<file path="config.mk">
export PLATFORM = sky130hd
export DESIGN_NAME = cpu_axi_bridge
export DESIGN_NICKNAME = d
export VERILOG_FILES = /design/src/rtl/cpu_axi_bridge_pkg.sv /design/src/rtl/cpu_axi_bridge_axi_wr_ch.sv /design/src/rtl/cpu_axi_bridge.sv
export SDC_FILE = /design/constraint.sdc
export NUM_CORES = 1
export LEC_CHECK = 0
export ABC_AREA = 1
export CORE_MARGIN = 3
export CORE_UTILIZATION = 25
export DETAILED_ROUTE_END_ITERATION = 7
export PLACE_DENSITY = 0.62
export SYNTH_ARGS = -nofsm -noshare
export SYNTH_HDL_FRONTEND = slang
export SYNTH_SLANG_ARGS = --single-unit
</file>
<file path="constraint.sdc">
create_clock -name clk -period 2.1 [get_ports clk]
set_input_delay 0.21 -clock clk [delete_from_list [all_inputs] [get_ports clk]]
set_output_delay 0.21 -clock clk [all_outputs]
set_load 0.02 [all_outputs]
</file>
<file path="src/rtl/cpu_axi_bridge_pkg.sv">
// Shared types and constants for the SRAM-to-AXI bridge: FSM encodings,
// AXI ID assignments and the latched request record.
package cpu_axi_bridge_pkg;

    typedef enum logic [1:0] {
        R_IDLE = 2'd0,
        R_AR   = 2'd1,
        R_R    = 2'd2
    } r_state_t;

    typedef enum logic [1:0] {
        W_IDLE = 2'd0,
        W_REQ  = 2'd1,
        W_B    = 2'd2
    } w_state_t;

    localparam logic [3:0] INST_ID = 4'd0;
    localparam logic [3:0] DATA_ID = 4'd1;

    typedef struct packed {
        logic [31:0] addr;
        logic [1:0]  size;
        logic [3:0]  wstrb;
        logic [31:0] wdata;
    } sram_req_t;

    function automatic logic [2:0] ax_size(input logic [1:0] size);
        return {1'b0, size};
    endfunction

endpackage

</file>
<file path="src/rtl/cpu_axi_bridge_axi_wr_ch.sv">
// Single-outstanding AXI write channel: AW and W are raised together and each
// retires on its own handshake; the B response produces one completion pulse.
module axi_wr_ch
    import cpu_axi_bridge_pkg::*;
(
    input  logic        clk,
    input  logic        resetn,
    input  logic        accept,
    input  sram_req_t   req,
    output logic        idle,
    output logic [31:0] awaddr,
    output logic [2:0]  awsize,
    output logic        awvalid,
    input  logic        awready,
    output logic [31:0] wdata,
    output logic [3:0]  wstrb,
    output logic        wvalid,
    input  logic        wready,
    input  logic        bvalid,
    output logic        bready,
    output logic        done
);

    w_state_t state;

    assign idle = (state == W_IDLE);

    always_ff @(posedge clk or negedge resetn) begin
        if (!resetn) begin
            state   <= W_IDLE;
            awaddr  <= '0;
            awsize  <= '0;
            awvalid <= 1'b0;
            wdata   <= '0;
            wstrb   <= '0;
            wvalid  <= 1'b0;
            bready  <= 1'b0;
            done    <= 1'b0;
        end else begin
            done <= 1'b0;
            case (state)
                W_IDLE: begin
                    if (accept) begin
                        state   <= W_REQ;
                        awaddr  <= req.addr;
                        awsize  <= ax_size(req.size);
                        wdata   <= req.wdata;
                        wstrb   <= req.wstrb;
                        awvalid <= 1'b1;
                        wvalid  <= 1'b1;
                    end
                end
                W_REQ: begin
                    if (awready) awvalid <= 1'b0;
                    if (wready)  wvalid  <= 1'b0;
                    // Both channels are finished once each has either already
                    // handshaken or is handshaking on this edge.
                    if ((!awvalid || awready) && (!wvalid || wready)) begin
                        state  <= W_B;
                        bready <= 1'b1;
                    end
                end
                W_B: begin
                    if (bvalid) begin
                        state  <= W_IDLE;
                        bready <= 1'b0;
                        done   <= 1'b1;
                    end
                end
                default: state <= W_IDLE;
            endcase
        end
    end

endmodule

</file>
<file path="src/rtl/cpu_axi_bridge.sv">
// Bridges the core's instruction and data SRAM-like ports onto one AXI master
// with one outstanding read (data-over-inst priority) and one outstanding write.
module cpu_axi_bridge
    import cpu_axi_bridge_pkg::*;
(
    input  logic        clk,
    input  logic        resetn,

    input  logic        inst_sram_req,
    input  logic        inst_sram_wr,
    input  logic [1:0]  inst_sram_size,
    input  logic [3:0]  inst_sram_wstrb,
    input  logic [31:0] inst_sram_addr,
    input  logic [31:0] inst_sram_wdata,
    output logic        inst_sram_addr_ok,
    output logic        inst_sram_data_ok,
    output logic [31:0] inst_sram_rdata,

    input  logic        data_sram_req,
    input  logic        data_sram_wr,
    input  logic [1:0]  data_sram_size,
    input  logic [3:0]  data_sram_wstrb,
    input  logic [31:0] data_sram_addr,
    input  logic [31:0] data_sram_wdata,
    output logic        data_sram_addr_ok,
    output logic        data_sram_data_ok,
    output logic [31:0] data_sram_rdata,

    output logic [3:0]  arid,
    output logic [31:0] araddr,
    output logic [7:0]  arlen,
    output logic [2:0]  arsize,
    output logic [1:0]  arburst,
    output logic [1:0]  arlock,
    output logic [3:0]  arcache,
    output logic [2:0]  arprot,
    output logic        arvalid,
    input  logic        arready,

    input  logic [3:0]  rid,
    input  logic [31:0] rdata,
    input  logic [1:0]  rresp,
    input  logic        rlast,
    input  logic        rvalid,
    output logic        rready,

    output logic [3:0]  awid,
    output logic [31:0] awaddr,
    output logic [7:0]  awlen,
    output logic [2:0]  awsize,
    output logic [1:0]  awburst,
    output logic [1:0]  awlock,
    output logic [3:0]  awcache,
    output logic [2:0]  awprot,
    output logic        awvalid,
    input  logic        awready,

    output logic [3:0]  wid,
    output logic [31:0] wdata,
    output logic [3:0]  wstrb,
    output logic        wlast,
    output logic        wvalid,
    input  logic        wready,

    input  logic [3:0]  bid,
    input  logic [1:0]  bresp,
    input  logic        bvalid,
    output logic        bready
);

    r_state_t  rstate;
    logic      r_idle;
    logic      w_idle;
    logic      wr_done;
    logic      data_rd_req;
    logic      data_rd_acc;
    logic      data_wr_acc;
    logic      inst_acc;
    logic      inst_rd_ok;
    logic      data_rd_ok;
    sram_req_t data_req_s;
    logic      unused_inputs;

    assign arlen   = 8'd0;
    assign arburst = 2'b01;
    assign arlock  = 2'b00;
    assign arcache = 4'd0;
    assign arprot  = 3'd0;
    assign awlen   = 8'd0;
    assign awburst = 2'b01;
    assign awlock  = 2'b00;
    assign awcache = 4'd0;
    assign awprot  = 3'd0;
    assign awid    = DATA_ID;
    assign wid     = DATA_ID;
    assign wlast   = 1'b1;

    // Instruction port is read-only; responses are single-beat and always OKAY-agnostic.
    assign unused_inputs = ^{inst_sram_wr, inst_sram_wstrb, inst_sram_wdata,
                             rid[3:1], rresp, rlast, bid, bresp};

    // A data read waits for the write side to drain so it never overtakes a store.
    assign r_idle      = (rstate == R_IDLE);
    assign data_rd_req = data_sram_req && !data_sram_wr;
    assign data_rd_acc = data_rd_req && r_idle && w_idle;
    assign data_wr_acc = data_sram_req && data_sram_wr && w_idle;
    assign inst_acc    = inst_sram_req && r_idle && !data_rd_req;

    assign inst_sram_addr_ok = inst_acc;
    assign data_sram_addr_ok = data_rd_acc || data_wr_acc;
    assign inst_sram_data_ok = inst_rd_ok;
    assign data_sram_data_ok = data_rd_ok || wr_done;

    assign data_req_s = '{addr:  data_sram_addr,
                          size:  data_sram_size,
                          wstrb: data_sram_wstrb,
                          wdata: data_sram_wdata};

    always_ff @(posedge clk or negedge resetn) begin
        if (!resetn) begin
            rstate          <= R_IDLE;
            arid            <= '0;
            araddr          <= '0;
            arsize          <= '0;
            arvalid         <= 1'b0;
            rready          <= 1'b0;
            inst_sram_rdata <= '0;
            data_sram_rdata <= '0;
            inst_rd_ok      <= 1'b0;
            data_rd_ok      <= 1'b0;
        end else begin
            inst_rd_ok <= 1'b0;
            data_rd_ok <= 1'b0;
            case (rstate)
                R_IDLE: begin
                    if (data_rd_acc) begin
                        rstate  <= R_AR;
                        arid    <= DATA_ID;
                        araddr  <= data_sram_addr;
                        arsize  <= ax_size(data_sram_size);
                        arvalid <= 1'b1;
                    end else if (inst_acc) begin
                        rstate  <= R_AR;
                        arid    <= INST_ID;
                        araddr  <= inst_sram_addr;
                        arsize  <= ax_size(inst_sram_size);
                        arvalid <= 1'b1;
                    end
                end
                R_AR: begin
                    if (arready) begin
                        rstate  <= R_R;
                        arvalid <= 1'b0;
                        rready  <= 1'b1;
                    end
                end
                R_R: begin
                    if (rvalid) begin
                        rstate <= R_IDLE;
                        rready <= 1'b0;
                        if (rid[0]) begin
                            data_sram_rdata <= rdata;
                            data_rd_ok      <= 1'b1;
                        end else begin
                            inst_sram_rdata <= rdata;
                            inst_rd_ok      <= 1'b1;
                        end
                    end
                end
                default: rstate <= R_IDLE;
            endcase
        end
    end

    axi_wr_ch u_wr_ch (
        .clk     (clk),
        .resetn  (resetn),
        .accept  (data_wr_acc),
        .req     (data_req_s),
        .idle    (w_idle),
        .awaddr  (awaddr),
        .awsize  (awsize),
        .awvalid (awvalid),
        .awready (awready),
        .wdata   (wdata),
        .wstrb   (wstrb),
        .wvalid  (wvalid),
        .wready  (wready),
        .bvalid  (bvalid),
        .bready  (bready),
        .done    (wr_done)
    );

endmodule

</file>
==> run summary, run 1 <==
Status: completed
Post-Syn Area per Cell: 8.67 um2
Cts bufs inserted: 17
Detailed Place HPWL: 18200 um
Yosys warns: 0
Die height: 184 um
Tightest Pin Transition: 0.774 ns
Final Hold Viols: 0
CTS tree: done
Pwr Total: 18.1 mW
Worst setup path class: flip-flop to output port
Logic pwr share: 0.492
Initial core utilization: 0.256
Post-Layout Cell Count: 1636
Final #Nets: 1421
RSZ-0062 raised after global routing: no
Synth Cell Area: 7890 um2
Remaining DRCs: 0
Layout cells sized above 1: 0.0533
Final Max Tran Viols: 0
Sw power: 7.40 mW
Max Clock Skew: 0.00992 ns
Sw frac: 0.408
CTS Root Cell: clkbuf_16
Req. time, crit path: 1.89 ns
Io pins: 426
Final setup margin: 0.221 ns
Worst-Skew Late Latency: 0.43 ns
Worst hold slack: 0.317 ns
Pint: 10.7 mW
Synth unique cells: 21
Routed Antenna Nets: 0
Crit path capture type: output port
Number of clock sinks: 181
Vias: 6804
Commonest non-fill, non-tap cell in the layout: clkdlybuf4s50_1
Port Buffers: 324
Leakage: 5.98 nW
Max frequency: 532 MHz
Hold WC Path Type: primary input to flip-flop
Final setup viols: 0
Dpl ws: -0.00595 ns
First-pass GRT wire length: 38700 um
PD cells: 1510 nW/um2
Setup Total Neg Slack: 0 ns
Clock transition at path regs: 0.08 ns
Die Width: 184 um
Vias per inst: 4.16
H-tree levels: 4
Seq cells post-synth: 181
Total gr overflow: 0
Commonest non-fill, non-tap cells in the layout: clkdlybuf4s50_1, nand2_1, dfrtp_1
Flop pwr share: 0.334
Total Wirelength: 25300 um
Sequential fraction of the synthesis area: 0.574
Slew headroom: 0.483
Max-Cap Viols: 0
Post-route cell area: 12000 um2
Initial antenna violation count: 1
Placed insts: 1601
Area delta synth->final: 52.5%
Site Rows: 64
Post-Place Cell Area: 11500 um2
Mapped Cells: 910
Clk buf depth: 2
Util after Layout: 0.390
Largest net degree at the start of global routing: 144
Data arrival, critical path: 1.67 ns
DRT Pass-1 Iters: 5
GRT Total Usage: 0.148
Final period util: 0.895
Startpoint Class: flip-flop
Die area: 33700 um2
GPL Wtd Cong: 0.774
WL/cell: 15.5 um
# fillers: 3087
Core region area: 30800 um2
VDD IR max: 0.000498 V
Post-CTS Repair Setup Buffers: 0
Clk pwr share: 0.174
Initial drt markers: 379
Worst Path Max Fanout: 4
Min Tclk post-route: 1.88 ns
Vias in the first global route: 6655
-- worst paths after layout --
check	from	end	slack, ns	depth (start not counted)
max in group asynchronous	resetn	inst_sram_rdata[4]$_DFFE_PN0P_	1.08	3
min in group asynchronous	resetn	inst_sram_rdata[19]$_DFFE_PN0P_	0.38	2
hold / removal	data_sram_wstrb[3]	u_wr_ch.wstrb[3]$_DFFE_PN0P_	0.32	3
setup reg to reg	rstate[1]$_DFFE_PN0P_	rstate[0]$_DFFE_PN0P_	0.46	5
hold reg to reg	arid[0]$_DFFE_PN0P_	arid[0]$_DFFE_PN0P_	0.47	2
setup / recovery	rstate[1]$_DFFE_PN0P_	inst_sram_addr_ok	0.22	4
-- final cells by class --
| type | instances | area [um2] | share of cell area |
|---|---|---|---|
| diodes | 2 | 5.00 | 0.000416 |
| clock buffers | 19 | 443 | 0.0368 |
| clock inverters | 13 | 120 | 0.00999 |
| inverters | 151 | 567 | 0.0471 |
| multi-input cells | 529 | 2370 | 0.197 |
| flip-flops and latches | 181 | 4530 | 0.377 |
| well taps | 396 | 495 | 0.0412 |
| repair buffers | 345 | 3500 | 0.291 |
-- layer usage --
layer,up-vias,GRT usage,share of wire
met5,-,0,0.00043
met4,2,0.0509,0.017
met3,23,0.0354,0.057
met2,226,0.249,0.50
met1,3212,0.187,0.42
li1,3341,-,-
-- state kept, by name, summed over array words and instances, names as in the netlist --
name and cells:
araddr 32, arid 1, arsize 2, arvalid 1
data_rd_ok 1, data_sram_rdata 32, inst_sram_data_ok 1, inst_sram_rdata 32
rready 1, rstate 2, u_wr_ch.awaddr 32, u_wr_ch.awsize 2
u_wr_ch.awvalid 1, u_wr_ch.bready 1, u_wr_ch.done 1, u_wr_ch.state 2
u_wr_ch.wdata 32, u_wr_ch.wstrb 4, u_wr_ch.wvalid 1
-- worst max-delay path, cell delays in order, from the launching register on --
cell and delay [ns]:
dfrtp_1 0.43, nor2_4 0.23, nand3_2 0.16, inv_1 0.09, dlygate4sd2_1 0.33
-- what timing repair did --
item,4_1_cts,5_1_grt
pin swaps,1,0
setup endpoints to repair,2,1
endpoints found under the hold margin,59,0
hold buffers,1,0
resized for setup,3,2
-- cells in the mapped netlist --
master,instances,share of area
dfrtp_1,181,0.57
nor2_1,3,0.0014
and3_1,1,0.00079
or2_2,2,0.0016
conb_1,2,0.00095
buf_4,52,0.049
inv_2,2,0.00095
buf_1,2,0.00095
nor2_4,3,0.0043
clkbuf_1,24,0.011
nand2_4,1,0.0014
o21ai_1,4,0.0025
inv_1,149,0.071
buf_2,15,0.0095
nand2_1,254,0.12
nand3_2,1,0.0013
nand3_4,1,0.0022
nand3_1,37,0.023
buf_6,6,0.0086
o21ai_0,136,0.086
nand4_1,34,0.027
-- power groups by stage --
stage | clock [mW] | combinational [mW] | sequential [mW]
2_1_floorplan | 0 | 2.38 | 8.03
3_3_place_gp | 0 | 8.97 | 6.03
6_report | 3.15 | 8.92 | 6.05
4_1_cts | 3.27 | 9.08 | 6.05
5_1_grt | 3.39 | 9.63 | 6.28
3_5_place_dp | 0 | 9.06 | 6.09
-- cells by family after synthesis --
group | after synthesis | synth area share
and+or+nand+nor | 337 | 0.184
DFF | 181 | 0.574
AOI/OAI and AO/OA | 140 | 0.0888
other | 2 | 0.000952
buffers and inverters | 250 | 0.152
No activity file was read; power rests on OpenSTA's default activity.
==> run 2, diff against run 1 <==
- CORE_MARGIN: 3 -> 2
==> run summary, run 2 (same netlist as run 1, synthesis figures left out) <==
Remaining DRCs: 0 (unchanged)
Crit path capture: data_sram_addr_ok
Clock transition at path regs: 0.07 ns (about the same)
Post-Place Cell Area: 11400 um2 (-0.42%)
Tightest Pin Transition: 0.549 ns (-0.225 ns)
Port Buffers: 324 (unchanged)
Final Max Tran Viols: 0 (unchanged)
Total Wirelength: 24700 um (-2.4%)
Final period util: 0.947 (+0.0521)
Number of clock sinks: 181 (unchanged)
Initial drt markers: 394 (+4.0%)
Worst setup path start: u_wr_ch.state[1]$_DFFE_PN0P_
Site Rows: 65 (+1.6%)
Setup Total Neg Slack: 0 ns (unchanged)
First-pass GRT wire length: 39000 um (+0.68%)
Vias: 6736 (-1.0%)
CTS tree: done
VDD IR max: 0.000492 V (-1.3%)
Largest net degree at the start of global routing: 144 (unchanged)
R2r endpoint: araddr[17]$_DFFE_PN0P_
Slew headroom: 0.634 (+0.151)
Total gr overflow: 0 (unchanged)
Detailed Place HPWL: 17900 um (-1.6%)
Commonest non-fill, non-tap cell in the layout: clkdlybuf4s50_1
Req. time, crit path: 1.89 ns (about the same)
Reg2reg path depth: 8 (+3)
Dpl ws: -0.0530 ns (-0.0470 ns)
Crit-path slowest cell: dfrtp_1
Die height: 182 um (-1.1%)
Reg area: 4530 um2 (unchanged)
Max Clock Skew: 0.0148 ns (+0.00483 ns)
Cts bufs inserted: 17 (unchanged)
Min Tclk post-route: 1.99 ns (+0.109 ns)
Final #Nets: 1420 (-0.070%)
Vias per inst: 4.11 (-1.1%)
Hold WC Path Type: primary input to asynchronous set/reset pin
CTS Root Cell: clkbuf_16
RSZ-0062 raised after global routing: no
Die area: 33000 um2 (-2.2%)
PD cells: 1520 nW/um2 (+0.79%)
Placed insts: 1605 (+0.25%)
GPL Wtd Cong: 0.787 (+1.7%)
Die Width: 182 um (-1.1%)
Leakage: 5.95 nW (-0.50%)
DRT Pass-1 Iters: 5 (unchanged)
Status: completed
Data arrival, critical path: 1.78 ns (+0.11 ns)
Io pins: 426 (unchanged)
Vias in the first global route: 6832 (+2.7%)
GRT Total Usage: 0.153 (+0.00529)
Max frequency: 503 MHz (-5.5%)
WL/cell: 15.1 um (-2.5%)
Worst Path Buf+Inv: 1 (-1)
Final setup viols: 0 (unchanged)
Delay-heaviest family, CP: simple AND/OR/NAND/NOR gates
Post-Layout Cell Count: 1638 (+0.12%)
Worst-Skew Late Latency: 0.44 ns (about the same)
Worst Path Max Fanout: 4 (unchanged)
Commonest non-fill, non-tap cells in the layout: clkdlybuf4s50_1, nand2_1, dfrtp_1
Initial antenna violation count: 1 (unchanged)
Max-Cap Viols: 0 (unchanged)
Footprint of the multi-input gates: 2360 um2 (-0.32%)
Worst setup path class: flip-flop to output port
Cell Chain, Critical Path: nor2_4 > nand3_4 > nand2_1 > clkdlybuf4s15_1
Critical path depth in cells: 4 (unchanged)
# fillers: 3127 (+1.3%)
Final Hold Viols: 0 (unchanged)
Area delta synth->final: 52.3%
Flop-to-flop setup slack: 0.28 ns (-0.18 ns)
H-tree levels: 4 (unchanged)
Layout cells sized above 1: 0.0470 (-0.00635)
Routed Antenna Nets: 0 (unchanged)
R2r startpoint: u_wr_ch.state[1]$_DFFE_PN0P_
Final setup margin: 0.111 ns (-0.109 ns)
Core region area: 31300 um2 (+1.6%)
Startpoint Class: flip-flop
Initial core utilization: 0.252 (-0.00394)
Crit path capture type: output port
Post-route cell area: 12000 um2 (-0.12%)
Clk buf depth: 2 (unchanged)
Crit-path max cell delay: 0.44 ns (about the same)
run 2: changes by cell type in the layout (fill, tap and decap cells not counted), moves of 2 or more:
| cell | previous run | this run |
|---|---|---|
| clkinv_2 | 4 | 1 |
| buf_12 | 8 | 5 |
| clkinv_4 | 3 | 1 |
| bufinv_16 | 1 | 3 |
| clkbuf_1 | 1 | 3 |
| clkinvlp_4 | 0 | 3 |
| buf_4 | 12 | 14 |
| inv_6 | 5 | 0 |
run 2: worst min path at each step:
stage / from / end
5_1_grt: data_sram_wstrb[3] / u_wr_ch.wstrb[3]$_DFFE_PN0P_
4_1_cts: data_sram_wdata[31] / u_wr_ch.wdata[31]$_DFFE_PN0P_
2_1_floorplan: resetn / araddr[0]$_DFFE_PN0P_
3_5_place_dp: resetn / data_sram_rdata[16]$_DFFE_PN0P_
6_report: resetn / data_sram_rdata[16]$_DFFE_PN0P_
3_3_place_gp: resetn / data_sram_rdata[12]$_DFFE_PN0P_
run 2: layout make-up:
| class | instances | area share |
|---|---|---|
| Timing Repair Buffer | 344 | 0.288 |
| Antenna cell | 1 | 0.000208 |
| Tap cell | 402 | 0.0419 |
| Inverter | 151 | 0.0472 |
| Sequential cell | 181 | 0.377 |
| Clock inverter | 8 | 0.0105 |
| Clock buffer | 22 | 0.0386 |
| Multi-Input combinational cell | 529 | 0.196 |
run 2: layer usage:
layer,global-route usage,wire [um],vias up
met5,0,0,-
met4,0.0579,595,0
met3,0.0337,1140,36
met2,0.257,12200,209
met1,0.193,10800,3154
li1,-,-,3337
run 2: worst register-to-register path: stages, from the launching register on:
cell and delay [ns]:
dfrtp_1 0.44, nor2_4 0.10, nand3_4 0.10, buf_4 0.40, nand2_4 0.17, inv_2 0.09
buf_4 0.28, nand2_1 0.12, nand2_1 0.08
run 2: power by group:
group	switching [mW]	internal, mW	leakage [nW]
Sequential	0.918	5.14	2.25
Clock	1.37	1.92	0.278
Combinational	4.97	3.91	3.42
run 2: stage by stage:
step	hold slack [ns]	power, mW	utilization
2_1_floorplan	-0.0856	10.4	-
3_3_place_gp	0.229	15.0	0.364
3_5_place_dp	0.221	15.1	0.364
4_1_cts	0.291	18.5	0.384
5_1_grt	0.303	19.4	0.384
6_report	0.307	18.2	0.384
run 2: what timing repair did:
action	CTS	global route
hold endpoints to repair	52	0
pin swaps	1	0
gates resized for setup	2	1
setup endpoints to repair	2	1
hold buffers	1	0
buffers inserted	1	0
gates cloned	0	0
